[config.mk]
export PLATFORM = sky130hd
export DESIGN_NAME = muldiv_seq_flat
export DESIGN_NICKNAME = d
export VERILOG_FILES = /design/src/rtl/muldiv_seq_pkg.sv /design/src/rtl/muldiv_seq_if.sv /design/src/rtl/muldiv_seq.sv /design/src/flat_wrapper.sv
export SDC_FILE = /design/constraint.sdc
export NUM_CORES = 1
export LEC_CHECK = 0
export CAP_MARGIN = 20
export CORE_MARGIN = 2
export CORE_UTILIZATION = 55
export CTS_CLUSTER_DIAMETER = 30
export CTS_CLUSTER_SIZE = 28
export DETAILED_ROUTE_END_ITERATION = 7
export PLACE_DENSITY_LB_ADDON = 0.25
export SYNTH_ARGS = -nofsm -noshare
export SYNTH_HDL_FRONTEND = slang
export SYNTH_SLANG_ARGS = --single-unit
[constraint.sdc]
create_clock -name clk -period 4.4 [get_ports clk]
set_input_delay 1.1 -clock clk [delete_from_list [all_inputs] [get_ports clk]]
set_output_delay 1.1 -clock clk [all_outputs]
set_load 0.03 [all_outputs]
[src/rtl/muldiv_seq_pkg.sv]
// Shared constants for the iterative MULTU/DIVU sequencer: widths, ALU
// opcodes, MUL/DIV op encoding and the sequencer state type.
package muldiv_seq_pkg;

  localparam int WIDTH = 32;
  localparam int CNT_W = 6;

  // ALU opcodes shared with the execute-stage ALU
  localparam logic [3:0] ALU_AND  = 4'b0000;
  localparam logic [3:0] ALU_OR   = 4'b0001;
  localparam logic [3:0] ALU_ADD  = 4'b0010;
  localparam logic [3:0] ALU_SLLV = 4'b0011;
  localparam logic [3:0] ALU_SRLV = 4'b0100;
  localparam logic [3:0] ALU_XOR  = 4'b0101;
  localparam logic [3:0] ALU_SUB  = 4'b0110;
  localparam logic [3:0] ALU_SLT  = 4'b0111;
  localparam logic [3:0] ALU_NOR  = 4'b1100;

  // Sequencer op select
  localparam logic OP_MULTU = 1'b0;
  localparam logic OP_DIVU  = 1'b1;

  typedef enum logic [1:0] {
    ST_IDLE   = 2'd0,
    ST_MUL_IT = 2'd1,
    ST_DIV_IT = 2'd2,
    ST_DONE   = 2'd3
  } mds_state_t;

endpackage

[src/rtl/muldiv_seq_if.sv]
// Request/result and shared-ALU signals between the pipeline and muldiv_seq.
interface muldiv_seq_if;
  import muldiv_seq_pkg::*;

  logic             start;
  logic             op;
  logic [WIDTH-1:0] op_a;
  logic [WIDTH-1:0] op_b;
  logic             busy;
  logic             done;
  logic             div_by_zero;
  logic [WIDTH-1:0] hi;
  logic [WIDTH-1:0] lo;
  logic             alu_req;
  logic             alu_gnt;
  logic [WIDTH-1:0] alu_a;
  logic [WIDTH-1:0] alu_b;
  logic [3:0]       alu_control;
  logic [WIDTH-1:0] alu_result;

  // Sequencer side
  modport slave (
    input  start, op, op_a, op_b, alu_gnt, alu_result,
    output busy, done, div_by_zero, hi, lo, alu_req, alu_a, alu_b, alu_control
  );

  // Pipeline / ALU-mux side
  modport master (
    output start, op, op_a, op_b, alu_gnt, alu_result,
    input  busy, done, div_by_zero, hi, lo, alu_req, alu_a, alu_b, alu_control
  );
endinterface

[src/rtl/muldiv_seq.sv]
// Iterative unsigned multiply/divide. Borrows the shared ALU for the
// add (shift-add multiply) or subtract (restoring divide) of each of the
// 32 iterations; an iteration only advances on an edge where the ALU is granted.
module muldiv_seq
  import muldiv_seq_pkg::*;
(
  input  logic         clk,
  input  logic         rst_n,
  muldiv_seq_if.slave  bus
);

  mds_state_t       r_state, w_state_nxt;
  logic [CNT_W-1:0] r_cnt;
  logic [WIDTH-1:0] r_hi, r_lo;
  logic [WIDTH-1:0] r_opb;      // multiplicand (MUL) or divisor (DIV)
  logic             r_dbz;

  logic             w_accept, w_step, w_last;
  logic             w_alu_req;
  logic [WIDTH-1:0] w_alu_a, w_alu_b;
  logic [3:0]       w_alu_ctl;
  logic             w_carry, w_borrow, w_take;
  logic [WIDTH-1:0] w_rem_sh;   // low 32 bits of {hi, lo[31]}

  assign w_accept = (r_state == ST_IDLE) && bus.start;
  assign w_step   = w_alu_req && bus.alu_gnt;
  assign w_last   = (r_cnt == CNT_W'(WIDTH - 1));
  assign w_rem_sh = {r_hi[WIDTH-2:0], r_lo[WIDTH-1]};

  // State register
  always_ff @(posedge clk or negedge rst_n) begin
    if (!rst_n) r_state <= ST_IDLE;
    else        r_state <= w_state_nxt;
  end

  // Next state and ALU-facing outputs; ALU operands are zero unless requesting
  always_comb begin
    w_state_nxt = r_state;
    w_alu_req   = 1'b0;
    w_alu_a     = '0;
    w_alu_b     = '0;
    w_alu_ctl   = ALU_AND;
    unique case (r_state)
      ST_IDLE: begin
        if (bus.start) begin
          if (bus.op == OP_MULTU)     w_state_nxt = ST_MUL_IT;
          else if (bus.op_b == '0)    w_state_nxt = ST_DONE;
          else                        w_state_nxt = ST_DIV_IT;
        end
      end
      ST_MUL_IT: begin
        w_alu_req = 1'b1;
        w_alu_a   = r_hi;
        w_alu_b   = r_opb;
        w_alu_ctl = ALU_ADD;
        if (bus.alu_gnt && w_last) w_state_nxt = ST_DONE;
      end
      ST_DIV_IT: begin
        w_alu_req = 1'b1;
        w_alu_a   = w_rem_sh;
        w_alu_b   = r_opb;
        w_alu_ctl = ALU_SUB;
        if (bus.alu_gnt && w_last) w_state_nxt = ST_DONE;
      end
      ST_DONE: w_state_nxt = ST_IDLE;
      default: w_state_nxt = ST_IDLE;
    endcase
  end

  // Carry out of the add and borrow of the subtract, derived locally since
  // the shared ALU only returns the 32-bit result
  always_comb begin
    w_carry  = (bus.alu_result < r_hi);
    w_borrow = (w_rem_sh < r_opb);
    w_take   = r_hi[WIDTH-1] | ~w_borrow;
  end

  // Operand latch on accept, then one shift-add / restoring step per granted edge
  always_ff @(posedge clk or negedge rst_n) begin
    if (!rst_n) begin
      r_cnt <= '0;
      r_hi  <= '0;
      r_lo  <= '0;
      r_opb <= '0;
      r_dbz <= 1'b0;
    end else if (w_accept) begin
      r_cnt <= '0;
      r_dbz <= 1'b0;
      if (bus.op == OP_MULTU) begin
        r_hi  <= '0;
        r_lo  <= bus.op_b;
        r_opb <= bus.op_a;
      end else if (bus.op_b == '0) begin
        r_hi  <= bus.op_a;
        r_lo  <= '1;
        r_dbz <= 1'b1;
      end else begin
        r_hi  <= '0;
        r_lo  <= bus.op_a;
        r_opb <= bus.op_b;
      end
    end else if (w_step) begin
      r_cnt <= r_cnt + 1'b1;
      if (r_state == ST_MUL_IT) begin
        if (r_lo[0]) begin
          r_hi <= {w_carry, bus.alu_result[WIDTH-1:1]};
          r_lo <= {bus.alu_result[0], r_lo[WIDTH-1:1]};
        end else begin
          r_hi <= {1'b0, r_hi[WIDTH-1:1]};
          r_lo <= {r_hi[0], r_lo[WIDTH-1:1]};
        end
      end else begin
        r_hi <= w_take ? bus.alu_result : w_rem_sh;
        r_lo <= {r_lo[WIDTH-2:0], w_take};
      end
    end
  end

  assign bus.busy        = (r_state != ST_IDLE);
  assign bus.done        = (r_state == ST_DONE);
  assign bus.div_by_zero = r_dbz;
  assign bus.hi          = r_hi;
  assign bus.lo          = r_lo;
  assign bus.alu_req     = w_alu_req;
  assign bus.alu_a       = w_alu_a;
  assign bus.alu_b       = w_alu_b;
  assign bus.alu_control = w_alu_ctl;

endmodule

[src/flat_wrapper.sv]
// flat-port wrapper written by rule: the top's interface ports become plain ports
module muldiv_seq_flat import muldiv_seq_pkg::*;
  (clk, rst_n, bus_start, bus_op, bus_op_a, bus_op_b, bus_alu_gnt, bus_alu_result, bus_busy, bus_done, bus_div_by_zero, bus_hi, bus_lo, bus_alu_req, bus_alu_a, bus_alu_b, bus_alu_control);
  muldiv_seq_if bus_i ();
  input  logic clk;
  input  logic rst_n;
  input wire logic [$bits(bus_i.start)-1:0] bus_start;
  input wire logic [$bits(bus_i.op)-1:0] bus_op;
  input wire logic [$bits(bus_i.op_a)-1:0] bus_op_a;
  input wire logic [$bits(bus_i.op_b)-1:0] bus_op_b;
  input wire logic [$bits(bus_i.alu_gnt)-1:0] bus_alu_gnt;
  input wire logic [$bits(bus_i.alu_result)-1:0] bus_alu_result;
  output wire logic [$bits(bus_i.busy)-1:0] bus_busy;
  output wire logic [$bits(bus_i.done)-1:0] bus_done;
  output wire logic [$bits(bus_i.div_by_zero)-1:0] bus_div_by_zero;
  output wire logic [$bits(bus_i.hi)-1:0] bus_hi;
  output wire logic [$bits(bus_i.lo)-1:0] bus_lo;
  output wire logic [$bits(bus_i.alu_req)-1:0] bus_alu_req;
  output wire logic [$bits(bus_i.alu_a)-1:0] bus_alu_a;
  output wire logic [$bits(bus_i.alu_b)-1:0] bus_alu_b;
  output wire logic [$bits(bus_i.alu_control)-1:0] bus_alu_control;
  assign bus_i.start = bus_start;
  assign bus_i.op = bus_op;
  assign bus_i.op_a = bus_op_a;
  assign bus_i.op_b = bus_op_b;
  assign bus_i.alu_gnt = bus_alu_gnt;
  assign bus_i.alu_result = bus_alu_result;
  assign bus_busy = bus_i.busy;
  assign bus_done = bus_i.done;
  assign bus_div_by_zero = bus_i.div_by_zero;
  assign bus_hi = bus_i.hi;
  assign bus_lo = bus_i.lo;
  assign bus_alu_req = bus_i.alu_req;
  assign bus_alu_a = bus_i.alu_a;
  assign bus_alu_b = bus_i.alu_b;
  assign bus_alu_control = bus_i.alu_control;
  muldiv_seq u_core (.clk(clk), .rst_n(rst_n), .bus(bus_i));
endmodule
==> results.md <==
| Step | Parameter | Value |
|:---|:---|:---|
| drt | Drc violations | 0 |
| final layout | Area growth syn-to-layout | 29.0% |
| synthesis | Post-synthesis cell type count | 60 |
| synthesis | Total of flip-flops plus latches after synthesis | 105 |
| synthesis | Proportion of register bits with asynchronous set or reset after synthesis | 100% |
| sta | RSZ-0062 raised after global routing | no |
| critical path | Cell at the slowest stage of the critical path | sky130_fd_sc_hd__ha_2 |
| critical path | Max stage delay on crit path | 700 ps |
| clocking | Master cell of the clock root buffer | sky130_fd_sc_hd__clkbuf_16 |
| clocking | Longest Clk Path Bufs | 2 |
| clocking | CTS-repair resized insts | 0 |
| critical path | Setup crit start kind | flip-flop |
| critical path | Worst EP arrival | 2820 ps |
| floorplanning | Std cell rows | 47 |
| drt | Met1 Routed Length | 12700 um |
| critical path | Crit path kind | flip-flop to output port |
| floorplanning | Standard cell core area | 0.0166 mm2 |
| power | Max IR drop VDD | 0.000771 V |
| clocking | Clock Latency Late Sink | 360 ps |
| sta | Final setup violation count | 0 |
| place | Sum of net half-perimeters after detailed placement | 23000 um |
| sta | Final min period | 3920 ps |
| floorplanning | Die outline width | 135 um |
| floorplanning | Effective utilization at floorplan | 56.3% |
| drt | Via/cell ratio | 6.56 |
| power | Total power | 10.2 mW |
| hold path | Classification of the worst-slack hold path | flip-flop to flip-flop |
| drt | Residual antenna-violating net count after detailed routing | 0 |
| place | Last weighted congestion value of the routability-driven placer | 0.890 |
| synthesis | Top flip-flop cell by instance count after synthesis | sky130_fd_sc_hd__dfrtp_1 |
| sta | Clock tree skew after final layout | 7.58 ps |
| clocking | Number of sinks on the clock net | 105 |
| clocking | Post-CTS Setup Bufs | 0 |
| sta | Worst relative slew slack | 32.7% |
| final layout | Ratio of cells with drive above 1 in the final layout | 5.27% |
| synthesis | Combinational family with the most area after synthesis | compound AO/OA/AOI/OAI gates |
| synthesis | Adder and majority gate portion of the synthesized area | 9.21% |
| job | Number of maximum-capacitance violations | 0 |
| place | Area after DPL | 0.0118 mm2 |
| final layout | Final net count | 1455 |
| place | Worst slack after detailed placement | 417 ps |
| place | Count of port buffers added during placement | 234 |
| grt | Maximum number of pins on one net before global-route repair | 77 |
| drt | Average wire length per cell after detail routing | 21.5 um |
| sta | Setup tns final | 0 ps |
| floorplanning | Ports placed on the boundary | 237 |
| drt | Final routed wirelength across all metal layers | 32500 um |
| critical path | Kind of end point of the critical path | output port |
| grt | Number of global-route vias before repair | 9433 |
| synthesis | Sequential area share after synthesis | 28.0% |
| grt | Combined global-route utilization of all metal layers | 35.8% |
| drt | Top routing layer in use | met4 |
| synthesis | Synthesis Warnings | 0 |
| final layout | Commonest cells after routing, fill and taps aside | 232 x sky130_fd_sc_hd__clkdlybuf4s50_1, 104 x sky130_fd_sc_hd__dfrtp_1, 100 x sky130_fd_sc_hd__a21oi_1 |
| floorplanning | Die Y-Extent | 135 um |
| clocking | Num CTS Buffers | 9 |
| drt | Routed length on met3 | 2780 um |
| clocking | Clk slew on worst S/H paths | 70 ps |
| sta | Least-Margin Pin Slew | 1010 ps |
| clocking | Clock tree from TritonCTS | yes |
| floorplanning | Area of the die | 0.0181 mm2 |
| grt | Initial antenna violation count | 0 |
| clocking | CTS Hold Bufs | 0 |
| critical path | Worst path cell trace | inv_1, ha_2, buf_4, and2_1, clkdlybuf4s50_1 |
| run status | Result of the run | complete, no violations |
| drt | Iteration-0 DRC Markers | 994 |
| sta | PnR worst setup slack | 482 ps |
| clocking | Number of H-tree branching levels | 3 |
| final layout | Leading cell type in the layout, fill and taps excluded | sky130_fd_sc_hd__clkdlybuf4s50_1 |
| synthesis | Post-synth EDFFs | 0 |
| synthesis | Synth Area per Inst | 8.41 um2 |
| power | Power density over the cells | 847 mW/mm2 |
| synthesis | Compound-gate portion of the synthesized area | 28.6% |
| sta | Max Clock Freq | 255 MHz |
| critical path | Required arrival time at the worst endpoint | 3300 ps |
| sta | Share of the cycle needed by the critical path after routing | 89.1% |
| drt | Via count | 9906 |
| final layout | Number of diodes added for antenna fixing | 0 |
| sta | Number of hold violations in the final report | 0 |
| synthesis | Basic-gate share of the synthesized area counting and, or, nand and nor cells | 16.1% |
| grt | Wire length of the first global-routing pass | 51100 um |
| drt | Number of optimization iterations in the first detailed-route pass | 7 |
| drt | Length of routed met2 wiring | 15000 um |
| critical path | Maximum fanout along the worst path | 29 |
| sta | Max-slew violation count | 0 |
| synthesis | Total standard cell area after synthesis | 0.00938 mm2 |
| synthesis | Number of cells produced by synthesis | 1115 |
| final layout | Finished layout cell area | 0.0121 mm2 |
| synthesis | Fraction of synthesized area in multiplexers | 10.4% |
| grt | Grt total ovfl | 0 |
| final layout | Final core area utilization | 72.7% |
| synthesis | Xor and xnor area share after synthesis | 0.374% |
| power | Static Leak | 4.95 nW |
==> report_power, final <==
part,internal [mW],switching (mW)
Combinational,2.93,4.33
Clock,0.390,0.403
Sequential,1.43,0.760
==> cell type report <==
cell class                      count  area (um2)
Clock buffer                       11         233
Clock inverter                      5        38.8
Fill cell                        1324        4550
Inverter                           68         255
Multi-Input combinational cell    843        6110
Sequential cell                   105        2630
Tap cell                          220         275
Timing Repair Buffer              258        2550
==> registers in the layout, indices dropped and copies added (netlist names) <==
name / count
u_core.bus.lo: 32
u_core.r_state: 2
u_core.r_opb: 32
u_core.bus.div_by_zero: 1
u_core.r_cnt: 6
u_core.bus.hi: 32
==> path summary, 6_finish.rpt <==
kind                                          startpoint  cells after the start                       endpoint  slack, ps
min in group asynchronous                          rst_n                      1  u_core.bus.lo[31]$_DFFE_PN0P_        860
max reg2reg                u_core.bus.hi[10]$_DFFE_PN0P_                      9  u_core.bus.hi[24]$_DFFE_PN0P_       1230
min reg2reg                  u_core.r_opb[3]$_DFFE_PN0P_                      2    u_core.r_opb[3]$_DFFE_PN0P_        510
min                          u_core.r_opb[3]$_DFFE_PN0P_                      2    u_core.r_opb[3]$_DFFE_PN0P_        510
max                        u_core.r_state[1]$_DFFE_PN0P_                      5                  bus_alu_b[16]        480
max in group asynchronous                          rst_n                      2   u_core.r_opb[14]$_DFFE_PN0P_       2800
==> stage by stage <==
| step | hold WS [ps] | cells |
|---|---|---|
| 6_report | 508 | 1510 |
| 5_1_grt | 531 | 1510 |
| 4_1_cts | 512 | 1510 |
| 3_5_place_dp | 496 | 1494 |
| 3_3_place_gp | 482 | 1494 |
| 2_1_floorplan | 456 | 1116 |
==> logic make-up after synthesis <==
logic type / Yosys count
AO/OA/AOI/OAI: 382
XOR/XNOR: 4
adder cells (fa/ha/maj): 69
buffers and inverters: 168
flip-flops: 105
multiplexers: 97
other: 1
AND/OR/NAND/NOR: 289
==> metal layers <==
layer | track usage, % | vias up
li1 | - | 4510
met1 | 45.7 | 4713
met2 | 57.1 | 571
met3 | 6.98 | 112
met4 | 19.5 | 0
met5 | 0 | -
==> worst max-delay path, delay by kind of cell, from the launching register on <==
| family | cells | cell delay (ps) |
|---|---|---|
| adders and majority gates | 1 | 700 |
| buffers and inverters | 3 | 1120 |
| DFF | 1 | 440 |
| and+or+nand+nor | 1 | 190 |
==> cells in the mapped netlist (all sizes together), types with 7 or more instances <==
master	number	share of area (%)
a21o	7	0.56
dfrtp	105	28
nor4b	15	1.4
nor4	10	0.83
mux2i	97	10
nand2b	19	1.3
nand2	77	3.1
a211oi	21	1.7
and2	35	2.3
buf	27	1.7
inv	68	2.7
nand4	9	0.60
nand3	16	0.85
o41ai	30	3.8
o21ai	78	4.2
a22oi	32	2.6
clkbuf	73	2.9
a2111oi	32	3.0
ha	69	9.2
a21oi	101	5.4
a211o	17	1.6
o221ai	31	2.9
o32ai	15	1.4
nor2b	33	2.2
nor2	62	2.5
No activity file was read; power rests on OpenSTA's default activity.
